## config.mk

```make
export PLATFORM = sky130hd
export DESIGN_NAME = alu_seq_6502
export DESIGN_NICKNAME = d
export VERILOG_FILES = /design/src/rtl/alu_6502_pkg.sv /design/src/rtl/alu_6502_core.sv /design/src/rtl/alu_seq_6502.sv
export SDC_FILE = /design/constraint.sdc
export NUM_CORES = 1
export LEC_CHECK = 0
export ABC_AREA = 0
export BUFFER_PORTS_ARGS = -buffer_cell sky130_fd_sc_hd__buf_2
export CAP_MARGIN = 20
export CORE_MARGIN = 3
export CORE_UTILIZATION = 52
export DETAILED_ROUTE_END_ITERATION = 16
export PLACE_DENSITY = 0.77
export SLEW_MARGIN = 10
export SYNTH_ARGS = -nofsm -noshare
export SYNTH_HDL_FRONTEND = slang
export SYNTH_SLANG_ARGS = --single-unit
```

## constraint.sdc

```tcl
create_clock -name clk -period 1.6 [get_ports clk]
set_clock_uncertainty 0.1 [all_clocks]
set_input_delay 0 -clock clk [delete_from_list [all_inputs] [get_ports clk]]
set_output_delay 0 -clock clk [all_outputs]
set_load 0.02 [all_outputs]
```

## src/rtl/alu_6502_pkg.sv

```systemverilog
// Shared definitions for the sequential 6502 ALU: one-hot operation codes and FSM states.
package alu_6502_pkg;

  localparam logic [4:0] SUMS = 5'b10000;
  localparam logic [4:0] ORS  = 5'b01000;
  localparam logic [4:0] XORS = 5'b00100;
  localparam logic [4:0] ANDS = 5'b00010;
  localparam logic [4:0] SRS  = 5'b00001;

  typedef enum logic [1:0] {
    IDLE  = 2'd0,
    SHIFT = 2'd1,
    DONE  = 2'd2
  } state_t;

endpackage

```

## src/rtl/alu_6502_core.sv

```systemverilog
// Combinational datapath: add-with-carry plus bitwise OR/XOR/AND results.
module alu_6502_core #(
  parameter int unsigned WIDTH = 8
) (
  input  logic [WIDTH-1:0] a,
  input  logic [WIDTH-1:0] b,
  input  logic             cin,
  output logic [WIDTH-1:0] sum_c,
  output logic [WIDTH-1:0] or_c,
  output logic [WIDTH-1:0] xor_c,
  output logic [WIDTH-1:0] and_c,
  output logic             carry_c,
  output logic             overflow_c
);

  localparam int unsigned MSB = WIDTH - 1;

  logic [WIDTH:0] wide_c;

  assign wide_c     = {1'b0, a} + {1'b0, b} + {{WIDTH{1'b0}}, cin};
  assign sum_c      = wide_c[WIDTH-1:0];
  assign carry_c    = wide_c[WIDTH];
  // Signed overflow: operands agree in sign but the result does not.
  assign overflow_c = (a[MSB] == b[MSB]) && (sum_c[MSB] != a[MSB]);
  assign or_c       = a | b;
  assign xor_c      = a ^ b;
  assign and_c      = a & b;

endmodule

```

## src/rtl/alu_seq_6502.sv

```systemverilog
// Registered 6502-style ALU with persistent N/V/Z/C flags, valid handshake and
// an iterative one-bit-per-cycle right shifter.
module alu_seq_6502 #(
  parameter int unsigned WIDTH = 8,
  parameter int unsigned SHW   = $clog2(WIDTH) + 1
) (
  input  logic             clk,
  input  logic             rst,
  input  logic             inValid,
  output logic             inReady,
  input  logic [WIDTH-1:0] regA,
  input  logic [WIDTH-1:0] regB,
  input  logic [4:0]       control,
  input  logic             carryIn,
  output logic             outValid,
  output logic [WIDTH-1:0] regOut,
  output logic             overflow,
  output logic             carry,
  output logic             negative,
  output logic             zero,
  output logic             illegal
);

  import alu_6502_pkg::*;

  localparam int unsigned  MSB  = WIDTH - 1;
  localparam logic [WIDTH-1:0] WLIM = WIDTH'(WIDTH);

  state_t           state;
  logic [WIDTH-1:0] work;
  logic [SHW-1:0]   count;
  logic             beyond;

  logic [WIDTH-1:0] sum_c, or_c, xor_c, and_c, res_c, shifted_c;
  logic             sum_carry_c, sum_ovf_c;

  alu_6502_core #(.WIDTH(WIDTH)) u_core (
    .a          (regA),
    .b          (regB),
    .cin        (carryIn),
    .sum_c      (sum_c),
    .or_c       (or_c),
    .xor_c      (xor_c),
    .and_c      (and_c),
    .carry_c    (sum_carry_c),
    .overflow_c (sum_ovf_c)
  );

  // Single-cycle result select; SR by zero passes A through.
  always_comb begin
    res_c = '0;
    case (control)
      SUMS:    res_c = sum_c;
      ORS:     res_c = or_c;
      XORS:    res_c = xor_c;
      ANDS:    res_c = and_c;
      SRS:     res_c = regA;
      default: res_c = '0;
    endcase
  end

  assign shifted_c = {1'b0, work[WIDTH-1:1]};

  always_ff @(posedge clk or posedge rst) begin
    if (rst) begin
      state    <= IDLE;
      work     <= '0;
      count    <= '0;
      beyond   <= 1'b0;
      inReady  <= 1'b1;
      outValid <= 1'b0;
      regOut   <= '0;
      overflow <= 1'b0;
      carry    <= 1'b0;
      negative <= 1'b0;
      zero     <= 1'b0;
      illegal  <= 1'b0;
    end else begin
      case (state)
        IDLE: begin
          if (inValid) begin
            inReady <= 1'b0;
            case (control)
              SUMS, ORS, XORS, ANDS: begin
                regOut   <= res_c;
                negative <= res_c[MSB];
                zero     <= (res_c == '0);
                if (control == SUMS) begin
                  carry    <= sum_carry_c;
                  overflow <= sum_ovf_c;
                end
                outValid <= 1'b1;
                state    <= DONE;
              end
              SRS: begin
                if (regB == '0) begin
                  regOut   <= res_c;
                  negative <= res_c[MSB];
                  zero     <= (res_c == '0);
                  carry    <= 1'b0;
                  outValid <= 1'b1;
                  state    <= DONE;
                end else begin
                  // Shifts longer than the word saturate to WIDTH steps with no carry out.
                  work   <= regA;
                  beyond <= (regB > WLIM);
                  count  <= (regB > WLIM) ? SHW'(WIDTH) : SHW'(regB);
                  state  <= SHIFT;
                end
              end
              default: begin
                illegal  <= 1'b1;
                outValid <= 1'b1;
                state    <= DONE;
              end
            endcase
          end
        end
        SHIFT: begin
          work  <= shifted_c;
          count <= count - SHW'(1);
          if (count == SHW'(1)) begin
            regOut   <= shifted_c;
            carry    <= work[0] & ~beyond;
            negative <= shifted_c[MSB];
            zero     <= (shifted_c == '0);
            outValid <= 1'b1;
            state    <= DONE;
          end
        end
        DONE: begin
          outValid <= 1'b0;
          illegal  <= 1'b0;
          inReady  <= 1'b1;
          state    <= IDLE;
        end
        default: state <= IDLE;
      endcase
    end
  end

endmodule
```

[Word-level counts from Yosys, hierarchy flattened]
Index checks and enable logic that the tools add are counted.
Word-level totals
  register bits: 30
  bits of input ports: 25
  output and inout bits: 15
Operators by class
  reduce and logical (&&, ||, !) cells: 19
  mux-type cells: 46
  $add $sub $neg: 3
  bitwise gates (word level): 6
  equality and inequality tests: 18
  magnitude comparators: 1
Operator list (number)
  2-to-1 mux 8 bit: 6
  case mux 8 bit (2 select lines): 3
  case mux 8 bit (5 select lines): 1
  zero test 8 bit: 3
  2-to-1 mux 1 bit: 17
  2-to-1 mux 4 bit: 4
  case mux 1 bit (2 select lines): 8
  AND reduction 4 bit: 4
  adder 8 x 8 -> 9 bit: 1
  adder 9 x 1 -> 9 bit: 1
  AND 8 bit: 1
  > comparator 8 x 4 -> 1 bit (second input constant): 1
  2-to-1 mux 2 bit: 4
  inequality test 2 bit (second input constant): 4
  bitwise OR 8 bit: 1
  case mux 4 bit (2 select lines): 1
  XOR 8 bit: 1
  inequality test 3 bit (second input constant): 2
  AND reduction 6 bit: 1
  equality test 5 x 1 -> 1 bit (second input constant): 1
  equality test 5 x 2 -> 1 bit (second input constant): 1
  equality test 5 x 3 -> 1 bit (second input constant): 1
  equality test 5 x 4 -> 1 bit (second input constant): 1
  equality test 5 bit (second input constant): 1
  21 further kinds: 24

[Depth between registers and ports, before layout]
Gate-level depths: netlist of run 1.
  word-level depth: 8
  gate-level depth with buffers: 9

[Hierarchy]
Synthesis of run 1 repeated with hierarchy kept, for this count alone.
Unflattened totals
  cells, all modules: 314
  area, all modules: 2576.2 um^2
By module, submodules not included
  alu_seq_6502: cells each 234, area each 1993.2 um^2, times used 1
  alu_6502_core: cells each 80, area each 583.1 um^2, times used 1

[Worst setup path before layout of run 1]
No wires, ideal clock.
  path type: in2reg
  from: in regA[0]
  to: reg regOut[5]
  required time: 1375 ps
  stages on the path: 7
  buffers on the path: 0
  library setup time: 125 ps
  path slack: -308 ps
  arrival time: 1683 ps
  cell sequence: fa_1 a211oi_1 o21ai_0 xor2_1 a221oi_1 a21oi_1 mux2_2
Between the ends
  longest elaborated chain between the ends: 7
Ends and longest elaborated chain
  from (decl): line alu_seq_6502.sv:11  | input logic [WIDTH-1:0] regA,
  adder 8 x 8 -> 9 bit *: line alu_6502_core.sv:20  | assign wide_c = {1'b0, a} + {1'b0, b} + {{WIDTH{1'b0}}, cin};
  adder 9 x 1 -> 9 bit *: line alu_6502_core.sv:20
  case mux 8 bit (5 select lines) *: line alu_seq_6502.sv:52  | case (control)
  2-to-1 mux 8 bit: line alu_seq_6502.sv:96  | if (regB == '0) begin
  case mux 8 bit (2 select lines) *: line alu_seq_6502.sv:83  | case (control)
  2-to-1 mux 8 bit *: line alu_seq_6502.sv:81  | if (inValid) begin
  case mux 8 bit (2 select lines) *: line alu_seq_6502.sv:79  | case (state)
  to (signal assigned): line alu_seq_6502.sv:85  | regOut <= res_c;
  to (signal assigned): line alu_seq_6502.sv:97  | regOut <= res_c;
  to (signal assigned): line alu_seq_6502.sv:123  | regOut <= shifted_c;
  to (decl): line alu_seq_6502.sv:16  | output logic [WIDTH-1:0] regOut,
Mark *: on every way between the ends. The rest lies on a longest branch, timed or not. The select of a mux whose other input is x is not followed.
A chain may end at the register's enable or synchronous reset.

[Worst setup path after layout of run 1]
  from: reg state[0]
  to: reg zero
Between the ends
  longest elaborated chain between the ends: 3
  elaborated cells between the ends (all ways): 9
  those cells by class: eq/ne: 5; mux: 1; reduce/logical: 3
Ends and longest elaborated chain
  from (decl): line alu_seq_6502.sv:29  | state_t state;
  from (signal assigned): line alu_seq_6502.sv:66  | state <= IDLE;
  from (signal assigned): line alu_seq_6502.sv:93  | state <= DONE;
  from (signal assigned): line alu_seq_6502.sv:102  | state <= DONE;
  equality test 2 x 1 -> 1 bit / zero test 2 bit (equally long branches): line alu_seq_6502.sv:79
  inequality test 2 bit (no source line) (tied with other cells)
  AND reduction 5 bit (no source line)
  to (signal assigned): line alu_seq_6502.sv:87  | zero <= (res_c == '0);
  to (signal assigned): line alu_seq_6502.sv:99  | zero <= (res_c == '0);
  to (signal assigned): line alu_seq_6502.sv:126  | zero <= (shifted_c == '0);
  to (decl): line alu_seq_6502.sv:20  | output logic zero,
Parallel ways exist; a longest one is shown, timed or not.

==> metrics.txt, run 1 <==
# TYPE chip_impl_metric gauge
chip_impl_info{name="status",value="finished with violations"} 1
chip_impl_metric{name="drt-wirelength-per-cell",unit="microns"} 20.8
chip_impl_metric{name="post_route_cells_drive_above_1_share",unit="%"} 48.3
chip_impl_metric{name="clock.fmax",unit="MHz"} 516
chip_impl_info{name="post-synth-top-area-cell",value="sky130_fd_sc_hd__dfrtp_1"} 1
chip_impl_metric{name="total_switching_power",unit="mW"} 1.26
chip_impl_metric{name="cts.clk_slew.worst_paths",unit="ns"} 0.06
chip_impl_metric{name="design.core.area",unit="sq um"} 4470
chip_impl_metric{name="cts.path.max_buffers",unit=""} 2
chip_impl_metric{name="detail_route.wirelength",unit="microns"} 9730
chip_impl_metric{name="antenna_cells_inserted",unit=""} 0
chip_impl_metric{name="postLayoutCoreUtil",unit="%"} 84.4
chip_impl_metric{name="numCtsBuffers",unit=""} 5
chip_impl_metric{name="die_width",unit="microns"} 74.9
chip_impl_metric{name="antenna_found_initial",unit=""} 0
chip_impl_metric{name="yosysWarningCount",unit=""} 0
chip_impl_metric{name="drcViolationCount",unit=""} 0
chip_impl_metric{name="finalSetupViolCount",unit=""} 10
chip_impl_metric{name="sw_frac_of_total",unit="%"} 39.4
chip_impl_metric{name="portBuffers",unit=""} 39
chip_impl_metric{name="power_density",unit="nW/um^2"} 850
chip_impl_metric{name="crit_required",unit="ns"} 1.68
chip_impl_metric{name="synthesis.nets",unit=""} 335
chip_impl_metric{name="final-hold-violation-count",unit=""} 0
chip_impl_metric{name="rows",unit=""} 24
chip_impl_metric{name="fp.dieArea",unit="sq um"} 5600
chip_impl_info{name="min-delay-path-class",value="in -> reg"} 1
chip_impl_metric{name="clockPowerShare",unit="%"} 18.3
chip_impl_metric{name="cell_internal_pwr",unit="mW"} 1.95
chip_impl_metric{name="report.final.slew_viol_count",unit=""} 0
chip_impl_metric{name="area.growth.synth_to_final",unit="%"} 53.1
chip_impl_metric{name="dr.pass1.iters",unit=""} 6
chip_impl_metric{name="grt_pass1_vias",unit=""} 2839
chip_impl_metric{name="yosysSeqAreaShare",unit="%"} 29.5
chip_impl_metric{name="syn-mean-instance-area",unit="sq um"} 8.50
chip_impl_metric{name="finalWeightedCongestion",unit=""} 0.993
chip_impl_info{name="grt_setup_unrepaired",value="yes"} 1
chip_impl_info{name="failed_checks",value="setup timing"} 1
chip_impl_metric{name="power.leakage",unit="nW"} 1.80
chip_impl_metric{name="max-cap-violations",unit=""} 0
chip_impl_metric{name="synthArstFlopShare",unit="%"} 100
chip_impl_metric{name="synth-seq-cells",unit=""} 29
chip_impl_metric{name="power.ir.vdd_worst",unit="V"} 0.000915
chip_impl_metric{name="vias_per_instance",unit=""} 6.44
chip_impl_metric{name="sequentialPowerShare",unit="%"} 37.0
chip_impl_metric{name="global_route.usage.total",unit="%"} 31.4
chip_impl_metric{name="netlist_area",unit="sq um"} 2470
chip_impl_metric{name="worst_skew_pair.late_latency",unit="ns"} 0.28
chip_impl_metric{name="drt.antenna.violating_nets",unit=""} 0
chip_impl_metric{name="placed_wire_length_estimate_after_detailed_placement",unit="microns"} 6060
chip_impl_metric{name="post-route-min-period",unit="ns"} 1.94
chip_impl_info{name="crit_path_start_kind",value="flip-flop"} 1
chip_impl_metric{name="grt_overflow_total",unit=""} 0
chip_impl_metric{name="grt_start_max_net_pins",unit=""} 30
chip_impl_metric{name="setup_total_negative_slack",unit="ns"} -1.14
chip_impl_metric{name="finalNetCount",unit=""} 460
chip_impl_metric{name="crit_path_max_fanout",unit=""} 3
chip_impl_info{name="synth_area_leaders",value="sky130_fd_sc_hd__dfrtp_1 (28%), sky130_fd_sc_hd__ha_1 (9.1%), sky130_fd_sc_hd__a21oi_1 (5.7%)"} 1
chip_impl_metric{name="place_area",unit="sq um"} 3320
chip_impl_info{name="ys.flop_type",value="sky130_fd_sc_hd__dfrtp_1"} 1
chip_impl_metric{name="netlist-cell-type-count",unit=""} 61
chip_impl_info{name="critical_path_class",value="reg -> reg"} 1
chip_impl_metric{name="slew_headroom",unit="%"} 64.0
chip_impl_metric{name="fp.dieH",unit="microns"} 74.9
chip_impl_metric{name="arrival_worst_endpoint",unit="ns"} 2.02
chip_impl_metric{name="worst-slew-pin-transition",unit="ns"} 0.539
chip_impl_metric{name="comb_power_share",unit="%"} 44.6
chip_impl_metric{name="synthDominantCellAreaShare",unit="%"} 28.4
chip_impl_info{name="worstSetupEndpointType",value="flip-flop"} 1
chip_impl_metric{name="vias",unit=""} 3015
chip_impl_metric{name="design.portCount",unit=""} 40
chip_impl_info{name="clockRootBuffer",value="sky130_fd_sc_hd__clkbuf_8"} 1
chip_impl_metric{name="final_critical_path_setup_slack",unit="ns"} -0.336
chip_impl_metric{name="cts_sinks",unit=""} 29
chip_impl_metric{name="min_period_over_period",unit="%"} 121
chip_impl_metric{name="synth_enable_flop_cells",unit=""} 0
chip_impl_metric{name="grt_first_pass_wirelength",unit="microns"} 13400
chip_impl_metric{name="layout.cell_area.non_filler",unit="sq um"} 3780
chip_impl_metric{name="initial_utilization",unit="%"} 55.1
chip_impl_metric{name="syn_inst",unit=""} 290
chip_impl_metric{name="htreeDepth",unit=""} 2
chip_impl_metric{name="drt_iter0_drc",unit=""} 382
chip_impl_info{name="tritoncts",value="built"} 1
-- metrics by stage --
step | cells | hold WS (ns) | worst slack [ns] | power (mW)
after floorplan | 290 | -0.0226 | -0.101 | 1.82
after global placement | 448 | -0.0162 | -0.368 | 2.28
after detailed placement | 448 | -0.00970 | -0.444 | 2.34
after CTS | 465 | 0.0358 | -0.101 | 3.03
after global routing | 468 | 0.0578 | -0.402 | 3.34
final | 468 | 0.0338 | -0.336 | 3.21
-- worst paths after layout --
kind | from | to | slack (ns) | depth (start not counted)
min in group asynchronous | rst | illegal | 0.25 | 4
max reg2reg | state[0] | zero | -0.34 | 6
max in group asynchronous | rst | inReady | 0.84 | 4
max | state[0] | zero | -0.34 | 6
min | regA[7] | zero | 0.03 | 4
min reg2reg | regOut[2] | regOut[2] | 0.39 | 1
-- power groups by stage --
stage          clock (mW)  combinational (mW)  sequential, mW
6_report            0.589                1.43            1.19
5_1_grt             0.602                1.53            1.21
4_1_cts             0.584                1.28            1.17
3_5_place_dp            0                1.17            1.17
3_3_place_gp            0                1.12            1.15
2_1_floorplan           0               0.570            1.25
-- kinds of logic after synthesis --
kind of cell | count (synthesis) | share of synthesized area (%)
simple gates | 101 | 22.3
compound gates | 90 | 25.1
buf+inv | 37 | 7.36
flops | 29 | 29.5
fa+ha+maj | 20 | 10.8
xor+xnor | 8 | 2.84
mux | 5 | 2.23
-- cells in the mapped netlist (4+ instances only) --
cell type	n
sky130_fd_sc_hd__a211oi_1	5
sky130_fd_sc_hd__a21oi_1	28
sky130_fd_sc_hd__a22o_1	5
sky130_fd_sc_hd__and2_1	4
sky130_fd_sc_hd__buf_2	5
sky130_fd_sc_hd__buf_6	4
sky130_fd_sc_hd__clkbuf_1	4
sky130_fd_sc_hd__dfrtp_1	28
sky130_fd_sc_hd__ha_1	18
sky130_fd_sc_hd__inv_1	22
sky130_fd_sc_hd__mux2_2	4
sky130_fd_sc_hd__nand2_1	13
sky130_fd_sc_hd__nand2b_1	6
sky130_fd_sc_hd__nand3_1	10
sky130_fd_sc_hd__nor2_1	36
sky130_fd_sc_hd__nor2b_1	6
sky130_fd_sc_hd__nor4_1	4
sky130_fd_sc_hd__o211ai_1	4
sky130_fd_sc_hd__o21ai_0	16
sky130_fd_sc_hd__xnor2_1	4
sky130_fd_sc_hd__xor2_1	4
-- timing repair --
action	4_1_cts	5_1_grt
setup endpoints to repair	10	21
cloned	1	0
hold buffers	1	0
hold endpoints to repair	29	0
buffers inserted	7	5
resized for setup	34	24
pin swaps	21	20
-- metal layers --
| metal | wire length, microns | track usage [%] | share of wire [%] | vias to the layer above |
|---|---|---|---|---|
| li1 | - | - | - | 1289 |
| met1 | 3520 | 40.4 | 36 | 1415 |
| met2 | 4650 | 52.3 | 48 | 247 |
| met3 | 1020 | 5.87 | 10 | 64 |
| met4 | 537 | 11.7 | 5.5 | 0 |
| met5 | 0 | 0 | 0 | - |
-- critical path, cell delays in order, from the launching register on --
cell	delay (ns)
sky130_fd_sc_hd__dfrtp_1	0.38
sky130_fd_sc_hd__nor2b_4	0.15
sky130_fd_sc_hd__a41oi_2	0.19
sky130_fd_sc_hd__nand4_1	0.19
sky130_fd_sc_hd__nor4_2	0.38
sky130_fd_sc_hd__nand4_1	0.20
sky130_fd_sc_hd__o31ai_2	0.26
-- cells in the final DEF (no fill, tap or decap), drive strengths merged, types with 3 or more instances in the layout --
master and n:
xnor2 4, a22o 5, nor2 36, nor3b 3, o21ai 17, clkbuf 6, inv 23, xor2 4
o211ai 5, nand2b 6, nor3 4, ha 18, o31ai 4, o2bb2ai 3, nand2 14, buf 131
a211oi 5, nand3 10, nor2b 8, nor4 5, and2 4, dfrtp 28, a21oi 30, mux2 4
-- layout make-up --
class	instances	area [sq um]
multi-input combinational	224	1840
timing repair buffer	132	975
sequential	29	727
fill	240	698
inverter	23	88.8
clock buffer	6	72.6
tap	52	65.1
clock inverter	2	10.0
-- registers in the layout, indices dropped and copies added, names as in the netlist --
name      count
regOut        8
work          8
count         4
state         2
beyond        1
carry         1
illegal       1
inReady       1
outValid      1
overflow      1
zero          1
Note: power is estimated with default switching activity, not from simulation.
==> run 2, diff against run 1 <==
--- a/config.mk
+++ b/config.mk
@@ -9,9 +9,9 @@
 export BUFFER_PORTS_ARGS = -buffer_cell sky130_fd_sc_hd__buf_2
 export CAP_MARGIN = 20
 export CORE_MARGIN = 3
-export CORE_UTILIZATION = 52
+export CORE_UTILIZATION = 45
 export DETAILED_ROUTE_END_ITERATION = 16
-export PLACE_DENSITY = 0.77
+export PLACE_DENSITY = 0.69
 export SLEW_MARGIN = 10
 export SYNTH_ARGS = -nofsm -noshare
 export SYNTH_HDL_FRONTEND = slang
==> run 2 against run 1 <==
Net effect: the run still ends with setup timing left; hold slack got worse by 0.014 ns; critical path depth grew 4; register-to-register slack better by 0.23 ns; non-clock buffer count is 2 higher; clock power increased by 17%; worst setup slack improved by 0.21 ns; critical path type is now in -> reg; clock-buffer cell count increased by 1.
==> metrics.txt, run 2 (synthesis results as in run 1) <==
# TYPE chip_impl_metric gauge
chip_impl_metric{name="vias",unit=""} 2721
chip_impl_metric{name="worst_skew_pair.late_latency",unit="ns"} 0.29
chip_impl_metric{name="grt_first_pass_wirelength",unit="microns"} 13200
chip_impl_metric{name="max-cap-violations",unit=""} 0
chip_impl_metric{name="finalWeightedCongestion",unit=""} 1.05
chip_impl_info{name="status",value="finished with violations"} 1
chip_impl_metric{name="drt_iter0_drc",unit=""} 194
chip_impl_metric{name="global_route.usage.total",unit="%"} 26.8
chip_impl_metric{name="design.portCount",unit=""} 40
chip_impl_metric{name="vias_per_instance",unit=""} 5.56
chip_impl_metric{name="worst-slew-pin-transition",unit="ns"} 0.504
chip_impl_metric{name="multiInputGateArea",unit="sq um"} 1790
chip_impl_metric{name="arrival_worst_endpoint",unit="ns"} 1.80
chip_impl_info{name="failed_checks",value="setup timing"} 1
chip_impl_info{name="worst_path_cell_chain",value="buf_6, fa_2, inv_2, fa_2, nor2b_4, o22ai_2, xnor2_1, a211oi_2, a21oi_1, mux2_4"} 1
chip_impl_metric{name="area.growth.synth_to_final",unit="%"} 52.9
chip_impl_metric{name="slowest_delay",unit="ns"} 0.39
chip_impl_metric{name="holdWs",unit="ns"} 0.0195
chip_impl_metric{name="antenna_found_initial",unit=""} 0
chip_impl_metric{name="portBuffers",unit=""} 39
chip_impl_metric{name="cts.clk_slew.worst_paths",unit="ns"} 0.07
chip_impl_metric{name="drcViolationCount",unit=""} 0
chip_impl_info{name="crit_path_start_kind",value="input pin"} 1
chip_impl_metric{name="rows",unit=""} 26
chip_impl_metric{name="critical_path_buffer_and_inverter_count",unit=""} 2
chip_impl_metric{name="grt_overflow_total",unit=""} 0
chip_impl_metric{name="final-hold-violation-count",unit=""} 0
chip_impl_metric{name="htreeDepth",unit=""} 2
chip_impl_metric{name="antenna_cells_inserted",unit=""} 0
chip_impl_info{name="worstSetupEndpointType",value="flip-flop"} 1
chip_impl_metric{name="fin_cells",unit=""} 489
chip_impl_info{name="final_common_cell",value="sky130_fd_sc_hd__buf_4"} 1
chip_impl_metric{name="post_route_cells_drive_above_1_share",unit="%"} 47.0
chip_impl_metric{name="finalSetupViolCount",unit=""} 8
chip_impl_metric{name="crit_path_max_fanout",unit=""} 2
chip_impl_info{name="grt_setup_unrepaired",value="yes"} 1
chip_impl_metric{name="fp.dieArea",unit="sq um"} 6400
chip_impl_info{name="critical_path_class",value="in -> reg"} 1
chip_impl_metric{name="drt-wirelength-per-cell",unit="microns"} 17.1
chip_impl_metric{name="place_area",unit="sq um"} 3390
chip_impl_info{name="tritoncts",value="built"} 1
chip_impl_metric{name="placedCellCount",unit=""} 473
chip_impl_metric{name="postLayoutCoreUtil",unit="%"} 72.4
chip_impl_metric{name="numCtsBuffers",unit=""} 5
chip_impl_metric{name="min_period_over_period",unit="%"} 108
chip_impl_metric{name="grt_start_max_net_pins",unit=""} 30
chip_impl_metric{name="ff_latch_area",unit="sq um"} 727
chip_impl_metric{name="fp.dieH",unit="microns"} 80.0
chip_impl_info{name="critical-path-top-delay-family",value="adder cells"} 1
chip_impl_metric{name="design.core.area",unit="sq um"} 5200
chip_impl_metric{name="post-place-ws",unit="ns"} -0.470
chip_impl_metric{name="initial_utilization",unit="%"} 47.4
chip_impl_metric{name="drt.antenna.violating_nets",unit=""} 0
chip_impl_metric{name="post-route-min-period",unit="ns"} 1.73
chip_impl_metric{name="power_density",unit="nW/um^2"} 847
chip_impl_info{name="final_cell_mix",value="sky130_fd_sc_hd__buf_4 (83), sky130_fd_sc_hd__buf_2 (37), sky130_fd_sc_hd__nor2_1 (30)"} 1
chip_impl_metric{name="power",unit="mW"} 3.19
chip_impl_metric{name="report.final.slew_viol_count",unit=""} 0
chip_impl_info{name="critical_path.slowest_cell",value="sky130_fd_sc_hd__fa_2"} 1
chip_impl_metric{name="placed_wire_length_estimate_after_detailed_placement",unit="microns"} 6260
chip_impl_metric{name="cts_sinks",unit=""} 29
chip_impl_metric{name="power.ir.vdd_worst",unit="V"} 0.000758
chip_impl_metric{name="dr.pass1.iters",unit=""} 4
chip_impl_metric{name="layout.cell_area.non_filler",unit="sq um"} 3770
chip_impl_metric{name="filler_cell_count",unit=""} 374
chip_impl_metric{name="slew_headroom",unit="%"} 65.9
chip_impl_metric{name="grt_pass1_vias",unit=""} 2722
chip_impl_info{name="min-delay-path-class",value="in -> reg"} 1
chip_impl_metric{name="detail_route.wirelength",unit="microns"} 8340
chip_impl_metric{name="crit_required",unit="ns"} 1.68
chip_impl_metric{name="finalNetCount",unit=""} 463
chip_impl_metric{name="die_width",unit="microns"} 80.0
chip_impl_info{name="cpMostUsedCell",value="sky130_fd_sc_hd__fa_2"} 1
chip_impl_metric{name="cts.path.max_buffers",unit=""} 2
chip_impl_info{name="largestRegisters",value="regOut: 8 flops, work: 8 flops, count: 4 flops"} 1
chip_impl_metric{name="final_critical_path_setup_slack",unit="ns"} -0.127
chip_impl_metric{name="clock.fmax",unit="MHz"} 579
chip_impl_metric{name="setup_total_negative_slack",unit="ns"} -0.789
chip_impl_metric{name="power.leakage",unit="nW"} 1.80
chip_impl_info{name="clockRootBuffer",value="sky130_fd_sc_hd__clkbuf_8"} 1
==> run 2: routing by layer <==
layer	global-route usage, %	vias to the layer above	routed length (microns)
met3	6.09	20	569
met4	10.5	0	224
met2	44.6	114	4040
met1	33.5	1285	3510
met5	0	-	0
li1	-	1302	-
==> run 2: cell type report <==
class / instances / area share, %
sequential: 29 / 19.3
timing repair buffer: 134 / 25.9
inverter: 23 / 2.36
multi-input combinational: 225 / 47.5
tap: 70 / 2.32
clock inverter: 1 / 0.133
clock buffer: 7 / 2.56
==> run 2: final timing paths <==
path,slack [ns],endpoint,from,cells past startpoint
worst min-delay path,0.02,count[1],regB[1],5
worst max register to register,-0.11,regOut[7],count[1],7
worst max-delay path,-0.13,regOut[4],carryIn,10
max in group asynchronous,0.85,inReady,rst,4
worst min register to register,0.37,overflow,overflow,2
min in group asynchronous,0.23,state[0],rst,4
==> run 2: worst reg2reg max path, cell delays in order (launching register included) <==
cell	delay, ns
sky130_fd_sc_hd__dfrtp_1	0.38
sky130_fd_sc_hd__inv_2	0.08
sky130_fd_sc_hd__ha_4	0.12
sky130_fd_sc_hd__nor3b_4	0.23
sky130_fd_sc_hd__nand2_2	0.15
sky130_fd_sc_hd__buf_6	0.15
sky130_fd_sc_hd__and2_1	0.14
sky130_fd_sc_hd__mux2_2	0.25
==> run 2: report_power, final <==
part / switching, mW / total, mW / leakage (nW) / internal, mW
clock: 0.300 / 0.688 / 0.0542 / 0.388
combinational: 0.688 / 1.32 / 1.40 / 0.636
sequential: 0.213 / 1.18 / 0.350 / 0.965
total: 1.20 / 3.19 / 1.80 / 1.99
==> run 2: repair_timing <==
item / CTS / global route
setup endpoints to repair: 10 / 20
hold buffers: 2 / 0
pin swaps: 12 / 5
setup buffers: 3 / 1
gates resized for setup: 27 / 24
gates cloned: 2 / 0
hold endpoints to repair: 30 / 0
